## src/rtl/ram_port_arbiter_6502.sv

```systemverilog
// Shares one synchronous single-port RAM between the 6502 bus and a host port.
// The CPU always owns the RAM except for short host slots after each clk fall.
module ram_port_arbiter_6502 #(
  parameter int AW          = 16,
  parameter int DW          = 8,
  parameter int HOST_WINDOW = 4
) (
  input  logic          eclk,
  input  logic          ereset,
  input  logic          clk,
  input  logic [AW-1:0] a,
  input  logic [DW-1:0] din,
  input  logic          rw,
  output logic [DW-1:0] dout,
  input  logic          host_req,
  input  logic          host_we,
  input  logic [AW-1:0] host_addr,
  input  logic [DW-1:0] host_wdata,
  output logic          host_ack,
  output logic [DW-1:0] host_rdata,
  output logic [AW-1:0] ram_addr,
  output logic [DW-1:0] ram_wdata,
  output logic          ram_we,
  input  logic [DW-1:0] ram_rdata,
  output logic          overlap_err
);

  localparam int WW = $clog2(HOST_WINDOW + 1);

  typedef enum logic [1:0] {
    S_CPU,
    S_HOST,
    S_ACK
  } state_t;

  state_t        state;
  logic          clk_q;
  logic [WW-1:0] win_cnt;
  logic          cpu_own_q;
  logic          rd_q;
  logic [DW-1:0] rdata_q;
  logic          fall;
  logic          grant;

  assign fall  = clk_q & ~clk;
  assign grant = (state == S_CPU) & host_req & ~host_ack
               & (win_cnt != '0) & ~fall;

  // Read data is forwarded straight from the RAM during the ack cycle,
  // then held in rdata_q until the next host read completes.
  assign host_rdata = (host_ack & rd_q) ? ram_rdata : rdata_q;

  // RAM port mux: host only in a clean S_HOST cycle, a CPU fall always wins.
  always_comb begin
    ram_addr  = a;
    ram_wdata = din;
    ram_we    = fall & ~rw;
    if (state == S_HOST && !fall) begin
      ram_addr  = host_addr;
      ram_wdata = host_wdata;
      ram_we    = host_we;
    end
  end

  // Arbiter FSM, host window counter and registered outputs.
  always_ff @(posedge eclk or posedge ereset) begin
    if (ereset) begin
      state       <= S_CPU;
      clk_q       <= 1'b0;
      win_cnt     <= '0;
      cpu_own_q   <= 1'b1;
      dout        <= '0;
      host_ack    <= 1'b0;
      rd_q        <= 1'b0;
      rdata_q     <= '0;
      overlap_err <= 1'b0;
    end else begin
      clk_q     <= clk;
      cpu_own_q <= (state != S_HOST);
      host_ack  <= 1'b0;
      if (fall)
        win_cnt <= WW'(HOST_WINDOW);
      else if (win_cnt != '0)
        win_cnt <= win_cnt - WW'(1);
      if (cpu_own_q)
        dout <= ram_rdata;
      unique case (state)
        S_CPU: begin
          if (grant)
            state <= S_HOST;
        end
        S_HOST: begin
          rd_q <= ~host_we;
          if (fall) begin
            overlap_err <= 1'b1;
            state       <= S_CPU;
          end else begin
            host_ack <= 1'b1;
            state    <= S_ACK;
          end
        end
        S_ACK: begin
          if (rd_q)
            rdata_q <= ram_rdata;
          state <= S_CPU;
        end
        default: state <= S_CPU;
      endcase
    end
  end

endmodule
```

## config.mk

```make
export PLATFORM = sky130hd
export DESIGN_NAME = ram_port_arbiter_6502
export DESIGN_NICKNAME = d
export VERILOG_FILES = /design/src/rtl/ram_port_arbiter_6502.sv
export SDC_FILE = /design/constraint.sdc
export NUM_CORES = 1
export LEC_CHECK = 0
export BUFFER_PORTS_ARGS = -buffer_cell sky130_fd_sc_hd__buf_2
export CORE_UTILIZATION = 41
export CTS_CLUSTER_DIAMETER = 120
export DETAILED_ROUTE_END_ITERATION = 16
export PLACE_DENSITY = 0.82
export SKIP_LAST_GASP = 1
export SYNTH_ARGS = -nofsm -noshare
export SYNTH_HDL_FRONTEND = slang
export SYNTH_SLANG_ARGS = --single-unit
export TNS_END_PERCENT = 30
```

## constraint.sdc

```tcl
create_clock -name eclk -period 2.3 [get_ports eclk]
set_input_delay 0.575 -clock eclk [delete_from_list [all_inputs] [get_ports eclk]]
set_output_delay 0.575 -clock eclk [all_outputs]
set_load 0.01 [all_outputs]
```

Word-level counts from Yosys, hierarchy flattened

Cells that the tools add are included.

Output and inout bits: 43
Flip-flop bits (word level): 26
Word-level logic and storage cells: 44
Bits of input ports: 62

Reductions and logical operators: 7
Bitwise operators: 12
Add/subtract/negate cells: 1
Equal/unequal tests: 4
Mux-type cells: 11

Operators by type and width:

| cell                                                                     | count |
|---|---|
| 16-bit 2-to-1 mux                                                        | 1 |
| 8-bit 2-to-1 mux                                                         | 2 |
| 1-bit AND                                                                | 7 |
| 3-bit 2-to-1 mux                                                         | 2 |
| 1-bit NOT                                                                | 5 |
| 2-bit 2-to-1 mux                                                         | 2 |
| 2-bit one-hot mux with 2 select lines                                    | 1 |
| 2-bit AND reduction                                                      | 2 |
| 1-bit 2-to-1 mux                                                         | 3 |
| 3-bit nonzero test                                                       | 1 |
| 3-bit by 1-bit subtractor with 3-bit output (second input constant)      | 1 |
| 2-bit by 1-bit equality test with 1-bit output (second input constant)   | 1 |
| 2-bit equality test (second input constant)                              | 1 |
| 2-bit zero test                                                          | 1 |
| 2-bit by 1-bit inequality test with 1-bit output (second input constant) | 1 |
| 2-bit inequality test (second input constant)                            | 1 |
| 2-bit nonzero test                                                       | 1 |
| 1-bit logical AND                                                        | 1 |
| 1-bit zero test                                                          | 1 |

Longest topological paths before layout

Gate-level depths: netlist (run 1).

Depth after elaboration: 7
Mapped depth: 5
Depth with buffers taken out: 5

Worst setup path after synthesis (run 1)

Ideal clock, no wire load.

Kind: input to output
From: input clk
To: output ram_addr[0]
Path slack: 303 ps
Arrival: 1,422 ps
Data required time: 1,725 ps
Cell stages on the path: 4
Cell sequence: and2b_4 nor2_8 buf_12 mux2_4

Word-level cells in the longest chain between the ends: 5

Ends and longest elaborated chain:

| element           | RTL line | text |
|---|---|---|
| from (decl)       | 10       | `input logic clk,` |
| 1-bit NOT         | 45       | `assign fall = clk_q & ~clk;` |
| 1-bit AND         | 45       |  |
| 1-bit zero test   | 58       | `if (state == S_HOST && !fall) begin` |
| 1-bit logical AND | 58       |  |
| 16-bit 2-to-1 mux | 58       |  |
| to (decl)         | 21       | `output logic [AW-1:0] ram_addr,` |

Every way passes these cells.

Worst setup path after layout (run 1)

From: register state[1]
To: output ram_addr[4]

Word-level cells in the longest chain between the ends: 3

Ends and longest elaborated chain:

| element                                        | RTL line | text |
|---|---|---|
| from (decl)                                    | 36       | `state_t state;` |
| from (signal assigned)                         | 68       | `state <= S_CPU;` |
| from (signal assigned)                         | 90       | `state <= S_HOST;` |
| from (signal assigned)                         | 96       | `state <= S_CPU;` |
| 2-bit by 1-bit equality test with 1-bit output | 58       |  |
| 1-bit logical AND                              | 58       |  |
| 16-bit 2-to-1 mux                              | 58       |  |

Every way passes these cells.

==> flow_metrics.tcl, run 1 <==
set metrics [dict create \
    ys_top_cells_by_area "dfrtp_1 (42%), mux2_2 (22%), mux2_4 (19%)" \
    period_needed_ns 2.30 \
    n_antenna_cell 0 \
    syn-num-nets 169 \
    endpoint "ram_addr[4]" \
    cts_tree "yes" \
    postLayoutCellArea_sq_um 2170 \
    synth_cell_types 25 \
    gp_congestion 0.779 \
    power_density_nw_per_um2 925 \
    path_class "flip-flop to primary output" \
    clock_latency_ns 0.31 \
    hold_class "input pin to async pin" \
    fin_nets 283 \
    maxCapViolCount 0 \
    drt-total-wl_mm 3.54 \
    cts_buffers 3 \
    pre_cts_ws_ns 0.0736 \
    register_area_sq_um 652 \
    crit-reg2reg-launch "state[1]" \
    ys_seq_area_share_pct 43.4 \
    clock_path_buffers 2 \
    num_rows 21 \
    worst-r2r-cell-count 3 \
    synth_warnings 0 \
    synth_top_area_share_pct 41.6 \
    hold_buffers 0 \
    boundaryPins 105 \
    path_max_fanout 9 \
    vias_per_cell 4.70 \
    rr_endpoint "rdata_q[0]" \
    max_slew_margin_pct 72.5 \
    crit_path_cell_trace "nor2b_4, inv_4, nor2_8, clkbuf_16, mux2_4, buf_2" \
    setup_viol 4 \
    yosys_register_bits 26 \
    crit_path_end_kind "primary output" \
    final_util_pct 63.6 \
    area_growth_pct 44.6 \
    cts_num_sinks 26 \
    ant_nets 0 \
    fp.dieH_microns 62.5 \
    multi_input_area_sq_um 790 \
    critPathMaxStageDelay_ns 0.44 \
    syn_area_sq_um 1500 \
    hpwl_mm 2.89 \
    tightestPinTransition_ns 0.412 \
    drc 0 \
    rsz0062_at_grt "yes" \
    die-area_sq_um 3910 \
    numPortBuffers 104 \
    grt_pass1_wl_mm 5.64 \
    wl_per_cell_microns 13.4 \
    grt_max_degree 19 \
    p_leak_uw 0.00114 \
    critPathSlowestCell "dfrtp_1" \
    clock-skew-final_ns 0.00149 \
    ctsRootBufferMaster "clkbuf_4" \
    finalCritPeriodShare_pct 100 \
    fin_hold_ws_ns 0.218 \
    grt-ovfl-total 0 \
    ff2ff_setup_slack_ns 0.92 \
    violations "setup timing" \
    fp.coreArea_sq_um 3420 \
    cp-startpoint "state[1]" \
    grt_pass1_vias 1222 \
    required_ns 1.73 \
    syn_area_per_cell_sq_um 14.3 \
    grt_util_all_layers_pct 18.1 \
    firstDrtPassIters 3 \
    hold_viol_final 0 \
    die_w_microns 62.5 \
    antenna_found_initial 0 \
    nFillCells 282 \
    vias 1240 \
    worst_setup_path_start_kind "flip-flop" \
    slew_violations 0 \
    drt_iter0_drc 44 \
    initial_core_util_pct 44.0 \
    placed_area_sq_um 2080 \
    fin_ws_ns -0.00121 \
    cts.reportedPaths.clkPinSlew_ns 0.13 \
    fmax_mhz 435 \
    synth_cells 105 \
    drive_above_1_share_pct 77.1 \
    cts_max_level 1 \
    yosys.area.top_type "dfrtp_1" \
    ir_drop_v 0.000429 \
    cp_data_arrival_time_ns 1.73 \
    outcome "finished, violations left" \
]
==> Yosys cell counts <==
| master | number |
|---|---|
| dfrtp_1 | 25 |
| nand2b_1 | 2 |
| nand2_1 | 1 |
| buf_12 | 2 |
| and2b_4 | 1 |
| a21o_1 | 1 |
| nor2_1 | 4 |
| inv_4 | 1 |
| nand3b_1 | 1 |
| and3_1 | 1 |
| dfstp_2 | 1 |
| a211oi_1 | 1 |
| ha_1 | 2 |
| nand3_1 | 1 |
| o31ai_1 | 1 |
| mux2_4 | 19 |
| mux2_2 | 29 |
| nor4b_1 | 1 |
| inv_1 | 4 |
| o21ai_0 | 1 |
| a21oi_1 | 2 |
| nor2b_4 | 1 |
| nor2_8 | 1 |
| clkbuf_1 | 1 |
| xnor2_1 | 1 |
==> worst max-delay path, delay by kind of cell (launching register included) <==
family	cells	cell delay [ns]
and+or+nand+nor	2	0.29
buffers and inverters	3	0.39
muxes	1	0.30
DFF	1	0.44
==> worst min path at each step <==
stage / from / end / slack, ns / depth (start not counted)
after floorplan: win_cnt[2] / win_cnt[2] / 0.44 / 1
after CTS: ereset / rdata_q[6] / 0.22 / 2
after global routing: ereset / rdata_q[1] / 0.22 / 2
after detailed placement: overlap_err / overlap_err / 0.44 / 1
after global placement: overlap_err / overlap_err / 0.44 / 1
final: ereset / rdata_q[1] / 0.22 / 2
==> per-stage QoR <==
| step | cells | total power [uW] | setup TNS (ns) |
|---|---|---|---|
| final | 264 | 2010 | -0.00306 |
| after global routing | 264 | 2160 | -1.27 |
| after CTS | 262 | 1990 | -0.285 |
| after detailed placement | 256 | 1770 | 0 |
| after global placement | 256 | 1740 | 0 |
| after floorplan | 105 | 1450 | 0 |
==> flip-flops by register name (all words and copies together), names as in the netlist, 2 cells and up <==
register / count
dout: 8
rdata_q: 8
win_cnt: 3
state: 2
==> placed cells by master (no fill, tap or decap), drive strengths merged, types with 2 or more instances in the layout <==
| master | n |
|---|---|
| a21oi | 2 |
| buf | 111 |
| clkbuf | 5 |
| dfrtp | 25 |
| ha | 2 |
| inv | 5 |
| mux2 | 48 |
| nand2b | 2 |
| nor2 | 5 |
==> cell families after synthesis <==
group / count (synthesis) / synth area share, %
AO/OA/AOI/OAI: 6 / 2.50
XOR/XNOR: 1 / 0.583
flip-flops: 26 / 43.4
buffers and inverters: 8 / 4.33
adder cells (fa/ha/maj): 2 / 1.67
multiplexers: 48 / 40.7
AND/OR/NAND/NOR: 14 / 6.83
==> report_power, final <==
| group | total, uW | switching [uW] | internal, uW |
|---|---|---|---|
| logic | 1080 | 454 | 625 |
| registers | 736 | 104 | 632 |
| clock network | 196 | 129 | 67.8 |
| total | 2010 | 687 | 1320 |
==> final cells by class <==
class | instances | area share, %
Clock buffer | 4 | 1.21
Multi-Input combinational cell | 71 | 36.3
Sequential cell | 26 | 30.0
Tap cell | 46 | 2.65
Timing Repair Buffer | 112 | 28.8
Inverter | 5 | 0.979
==> what timing repair did <==
item,4_1_cts,5_1_grt
buffers inserted,2,1
setup endpoints to repair,24,24
gates resized for setup,0,4
gates cloned,0,1
==> routing by layer <==
| layer | GRT usage [%] | vias up | share of wire [%] |
|---|---|---|---|
| met4 | 4.65 | 0 | 0.79 |
| met3 | 4.01 | 4 | 7.8 |
| li1 | - | 601 | - |
| met1 | 20.7 | 563 | 40 |
| met2 | 33.7 | 72 | 51 |
| met5 | 0 | - | 0 |
(Power assumes the default switching activity.)
==> run 2: changes to the inputs <==
--- a/config.mk
+++ b/config.mk
@@ -9,7 +9,7 @@
 export CORE_UTILIZATION = 41
 export CTS_CLUSTER_DIAMETER = 120
 export DETAILED_ROUTE_END_ITERATION = 16
-export PLACE_DENSITY = 0.82
+export PLACE_DENSITY = 0.88
 export SKIP_LAST_GASP = 1
 export SYNTH_ARGS = -nofsm -noshare
 export SYNTH_HDL_FRONTEND = slang
==> flow_metrics.tcl, run 2 (synthesized netlist as in run 1, its figures left out) <==
set metrics [dict create \
    numPortBuffers 104 \
    layoutNonFillerInstCount 272 \
    power_density_nw_per_um2 966 \
    vias_per_cell 4.76 \
    top_regs "dout x8, rdata_q x8, win_cnt x3" \
    netSwitchingFraction_pct 32.5 \
    maxCapViolCount 0 \
    path_class "flip-flop to primary output" \
    crit_path_cell_trace "nor2b_4, inv_4, nor2_8, clkbuf_16, mux2_4, buf_2" \
    cts_buffers 3 \
    finalCritPeriodShare_pct 99.8 \
    firstDrtPassIters 4 \
    crit_path_end_kind "primary output" \
    grt_max_degree 17 \
    cts_num_sinks 26 \
    ant_nets 0 \
    cts.reportedPaths.clkPinSlew_ns 0.15 \
    gp_congestion 0.707 \
    num_rows 21 \
    slew_violations 0 \
    setup_viol 0 \
    outcome "finished, final reports clean" \
    placed_area_sq_um 2100 \
    path_delay_family "flip-flops" \
    vias 1294 \
    pre_cts_ws_ns 0.0487 \
    grt_pass1_vias 1354 \
    rsz0062_at_grt "yes" \
    dp_cells 257 \
    boundaryPins 105 \
    fin_setup_tns_ns 0 \
    initial_core_util_pct 44.0 \
    worst_setup_path_start_kind "flip-flop" \
    final_common_cell "buf_2" \
    ir_drop_v 0.000436 \
    grt_util_all_layers_pct 18.3 \
    final_cell_mix "buf_2 (103), mux2_2 (29), dfrtp_1 (25)" \
    critPathMaxStageDelay_ns 0.44 \
    fin_ws_ns 0.00561 \
    antenna_found_initial 0 \
    tightestPinTransition_ns 0.406 \
    area_growth_pct 50.5 \
    die-area_sq_um 3910 \
    drt_iter0_drc 38 \
    grt-ovfl-total 0 \
    max_slew_margin_pct 72.8 \
    net-switching-power_uw 710 \
    p_seq_share_pct 33.7 \
    drive_above_1_share_pct 78.3 \
    hold_class "input pin to async pin" \
    fmax_mhz 436 \
    hpwl_mm 2.88 \
    grt_pass1_wl_mm 5.80 \
    cts_max_level 1 \
    fp.dieH_microns 62.5 \
    critPathBufInv 3 \
    clock-skew-final_ns 0.0128 \
    ctsRootBufferMaster "clkbuf_4" \
    cts_tree "yes" \
    clock_path_buffers 2 \
    p_leak_uw 0.00119 \
    clock_power_share_pct 14.1 \
    postLayoutCellArea_sq_um 2260 \
    hold_viol_final 0 \
    die_w_microns 62.5 \
    internal_power_uw 1470 \
    drc 0 \
    drt-total-wl_mm 3.56 \
    fin_nets 291 \
    path_max_fanout 5 \
    final_util_pct 66.2 \
    n_antenna_cell 0 \
    required_ns 1.73 \
    cp_data_arrival_time_ns 1.72 \
    wl_per_cell_microns 13.1 \
    period_needed_ns 2.29 \
    clock_latency_ns 0.32 \
    critPathSlowestCell "dfrtp_1" \
    comb_power_share_pct 52.2 \
    fp.coreArea_sq_um 3420 \
]
-- run 2: power by group through the flow --
stage	logic (uW)	clock network (uW)	registers (uW)
3_5_place_dp	1050	0	747
3_3_place_gp	1020	0	742
2_1_floorplan	713	0	734
4_1_cts	1090	318	737
6_report	1140	309	735
5_1_grt	1240	339	760
-- run 2: worst register-to-register path: stages, from the launching register on --
cell	delay (ns)
dfrtp_1	0.44
buf_4	0.15
nand3b_1	0.30
mux2_2	0.39
-- run 2: final timing paths --
check / from / slack, ns / end / cells past startpoint
setup / recovery: state[1] / 0.006 / ram_addr[1] / 6
hold / removal: ereset / 0.20 / win_cnt[2] / 2
setup reg to reg: state[1] / 0.92 / rdata_q[5] / 3
hold reg to reg: overlap_err / 0.48 / overlap_err / 1
max in group asynchronous: ereset / 1.55 / rdata_q[0] / 3
min in group eclk: clk / 0.37 / clk_q / 1
-- run 2: area by class of cell --
class                           count  area (sq um)
Clock buffer                        3          22.5
Tap cell                           46          57.6
Inverter                            5          21.3
Timing Repair Buffer              119           682
Sequential cell                    26           652
Clock inverter                      1          30.0
Multi-Input combinational cell     72           797
Fill cell                         274          1150
-- run 2: timing repair --
| action | 4_1_cts | 5_1_grt |
|---|---|---|
| hold buffers | 0 | 0 |
| setup buffers | 6 | 3 |
| endpoints found under the setup margin | 24 | 23 |
| gates resized for setup | 0 | 1 |
| gates cloned | 0 | 2 |
-- run 2: per-layer routing --
layer	up-vias	GRT usage [%]	share of wire [%]
li1	619	-	-
met1	607	22.4	40
met2	66	33.2	52
met3	2	3.83	7.1
met4	0	2.91	0.34
met5	-	0	0
-- run 2: stage by stage --
| step | power [uW] | hold slack (ns) |
|---|---|---|
| floorplan | 1450 | 0.443 |
| global placement | 1760 | 0.436 |
| detailed placement | 1790 | 0.441 |
| CTS | 2150 | 0.213 |
| global route | 2340 | 0.227 |
| finish | 2190 | 0.200 |
==> run 3: changes to the inputs <==
--- a/config.mk
+++ b/config.mk
@@ -6,10 +6,13 @@
 export NUM_CORES = 1
 export LEC_CHECK = 0
 export BUFFER_PORTS_ARGS = -buffer_cell sky130_fd_sc_hd__buf_2
-export CORE_UTILIZATION = 41
+export CELL_PAD_IN_SITES_DETAIL_PLACEMENT = 1
+export CELL_PAD_IN_SITES_GLOBAL_PLACEMENT = 2
+export CORE_MARGIN = 4
+export CORE_UTILIZATION = 24
 export CTS_CLUSTER_DIAMETER = 120
 export DETAILED_ROUTE_END_ITERATION = 16
-export PLACE_DENSITY = 0.88
+export PLACE_DENSITY_LB_ADDON = 0.05
 export SKIP_LAST_GASP = 1
 export SYNTH_ARGS = -nofsm -noshare
 export SYNTH_HDL_FRONTEND = slang
==> flow_metrics.tcl, run 3 (synthesized netlist as in run 1, its figures left out) <==
set metrics [dict create \
    outcome "finished, final reports clean" \
    internal_power_uw 1460 \
    hpwl_mm 3.59 \
    critPathSlowestCell "dfrtp_1" \
    hold_class "input pin to async pin" \
    p_leak_uw 0.00113 \
    die_w_microns 87.1 \
    path_max_fanout 16 \
    finalCritPeriodShare_pct 97.0 \
    drt_iter0_drc 10 \
    hold_viol_final 0 \
    grt_pass1_wl_mm 6.73 \
    cp-startpoint "state[1]" \
    crit_path_end_kind "primary output" \
    critPathBufInv 3 \
    drt-total-wl_mm 4.24 \
    setup_viol 0 \
    p_seq_share_pct 34.1 \
    postLayoutCellArea_sq_um 2210 \
    fin_hold_ws_ns 0.322 \
    cts_num_sinks 26 \
    crit-reg2reg-launch "state[0]" \
    numPortBuffers 104 \
    clock_latency_ns 0.27 \
    top_regs "dout x8, rdata_q x8, win_cnt x3" \
    drive_above_1_share_pct 77.3 \
    ant_nets 0 \
    cts_tree "yes" \
    comb_power_share_pct 48.7 \
    fin_nets 281 \
    critPathMaxStageDelay_ns 0.43 \
    worst-r2r-cell-count 2 \
    initial_core_util_pct 25.1 \
    fp.dieH_microns 87.1 \
    final_common_cell "buf_2" \
    num_rows 28 \
    clock_path_buffers 2 \
    cts_buffers 3 \
    clock-skew-final_ns 0.00710 \
    firstDrtPassIters 3 \
    slew_violations 0 \
    ctsRootBufferMaster "clkbuf_8" \
    max_slew_margin_pct 65.4 \
    grt_pass1_vias 1438 \
    gp_congestion 0.698 \
    hold_buffers 0 \
    cts.reportedPaths.clkPinSlew_ns 0.09 \
    required_ns 1.73 \
    cp_data_arrival_time_ns 1.66 \
    grt-ovfl-total 0 \
    fmax_mhz 448 \
    crit_path_cell_trace "nor2b_4, inv_4, nor2_8, buf_12, mux2_2, buf_2" \
    vias 1229 \
    rsz0062_at_grt "yes" \
    tightestPinTransition_ns 0.519 \
    path_delay_family "flip-flops" \
    net-switching-power_uw 710 \
    final_cell_mix "buf_2 (104), mux2_2 (29), dfrtp_1 (25)" \
    power_density_nw_per_um2 982 \
    n_antenna_cell 0 \
    path_class "flip-flop to primary output" \
    clock_power_share_pct 17.2 \
    antenna_found_initial 0 \
    die-area_sq_um 7590 \
    wl_per_cell_microns 14.6 \
    grt_util_all_layers_pct 11.0 \
    vias_per_cell 4.22 \
    boundaryPins 105 \
    ir_drop_v 0.000374 \
    rr_endpoint "rdata_q[1]" \
    netSwitchingFraction_pct 32.8 \
    area_growth_pct 46.8 \
    cts_max_level 1 \
    ff2ff_setup_slack_ns 0.98 \
    period_needed_ns 2.23 \
    fp.coreArea_sq_um 5990 \
    drc 0 \
    maxCapViolCount 0 \
    fin_setup_tns_ns 0 \
    placed_area_sq_um 2120 \
    grt_max_degree 17 \
    worst_setup_path_start_kind "flip-flop" \
]
-- run 3: power groups by stage --
stage / Combinational [uW] / Sequential, uW / Clock, uW
after floorplan: 713 / 734 / 0
after global placement: 1030 / 742 / 0
after detailed placement: 1060 / 751 / 0
after CTS: 1070 / 743 / 394
after global routing: 1170 / 769 / 409
final: 1050 / 740 / 372
-- run 3: how the worst max path moves through the flow --
stage	to	slack, ns	cells past startpoint
after detailed placement	ram_addr[8]	0.05	6
after floorplan	ram_addr[0]	0.30	4
after CTS	ram_addr[7]	0.01	6
final	ram_wdata[3]	0.07	6
after global placement	ram_addr[10]	0.08	6
after global routing	ram_wdata[7]	-0.03	6
-- run 3: what timing repair did --
item                                   CTS  global route
resized for setup                        0             1
endpoints found under the hold margin    0             0
setup buffers                            1             1
gates cloned                             0             0
setup endpoints to repair               18            14
-- run 3: per-stage QoR --
stage	power [uW]	std cells	setup slack, ns	utilization, %
after detailed placement	1810	285	0.0544	35.3
after floorplan	1450	105	0.303	-
after global routing	2340	291	-0.0307	36.8
final	2170	291	0.0699	36.8
after global placement	1770	285	0.0810	35.3
after CTS	2210	290	0.0138	36.6
-- run 3: worst reg2reg max path, stage by stage (launching register included) --
cell      delay, ns
dfrtp_1        0.41
nand3b_1       0.42
mux2_2         0.40
-- run 3: cell type report --
type | instances | area (sq um)
sequential | 26 | 652
clock buffer | 3 | 41.3
fill | 684 | 3780
tap | 75 | 93.8
inverter | 5 | 21.3
multi-input combinational | 71 | 786
clock inverter | 1 | 30.0
timing repair buffer | 110 | 582
-- run 3: routing by layer --
layer / track usage, % / share of wire, % / wire, microns / vias to the layer above
li1: - / - / - / 591
met4: 1.39 / 0.80 / 34 / 0
met5: 0 / 0 / 0 / -
met1: 12.1 / 36 / 1530 / 584
met2: 21.0 / 55 / 2330 / 52
met3: 3.60 / 8.0 / 338 / 2
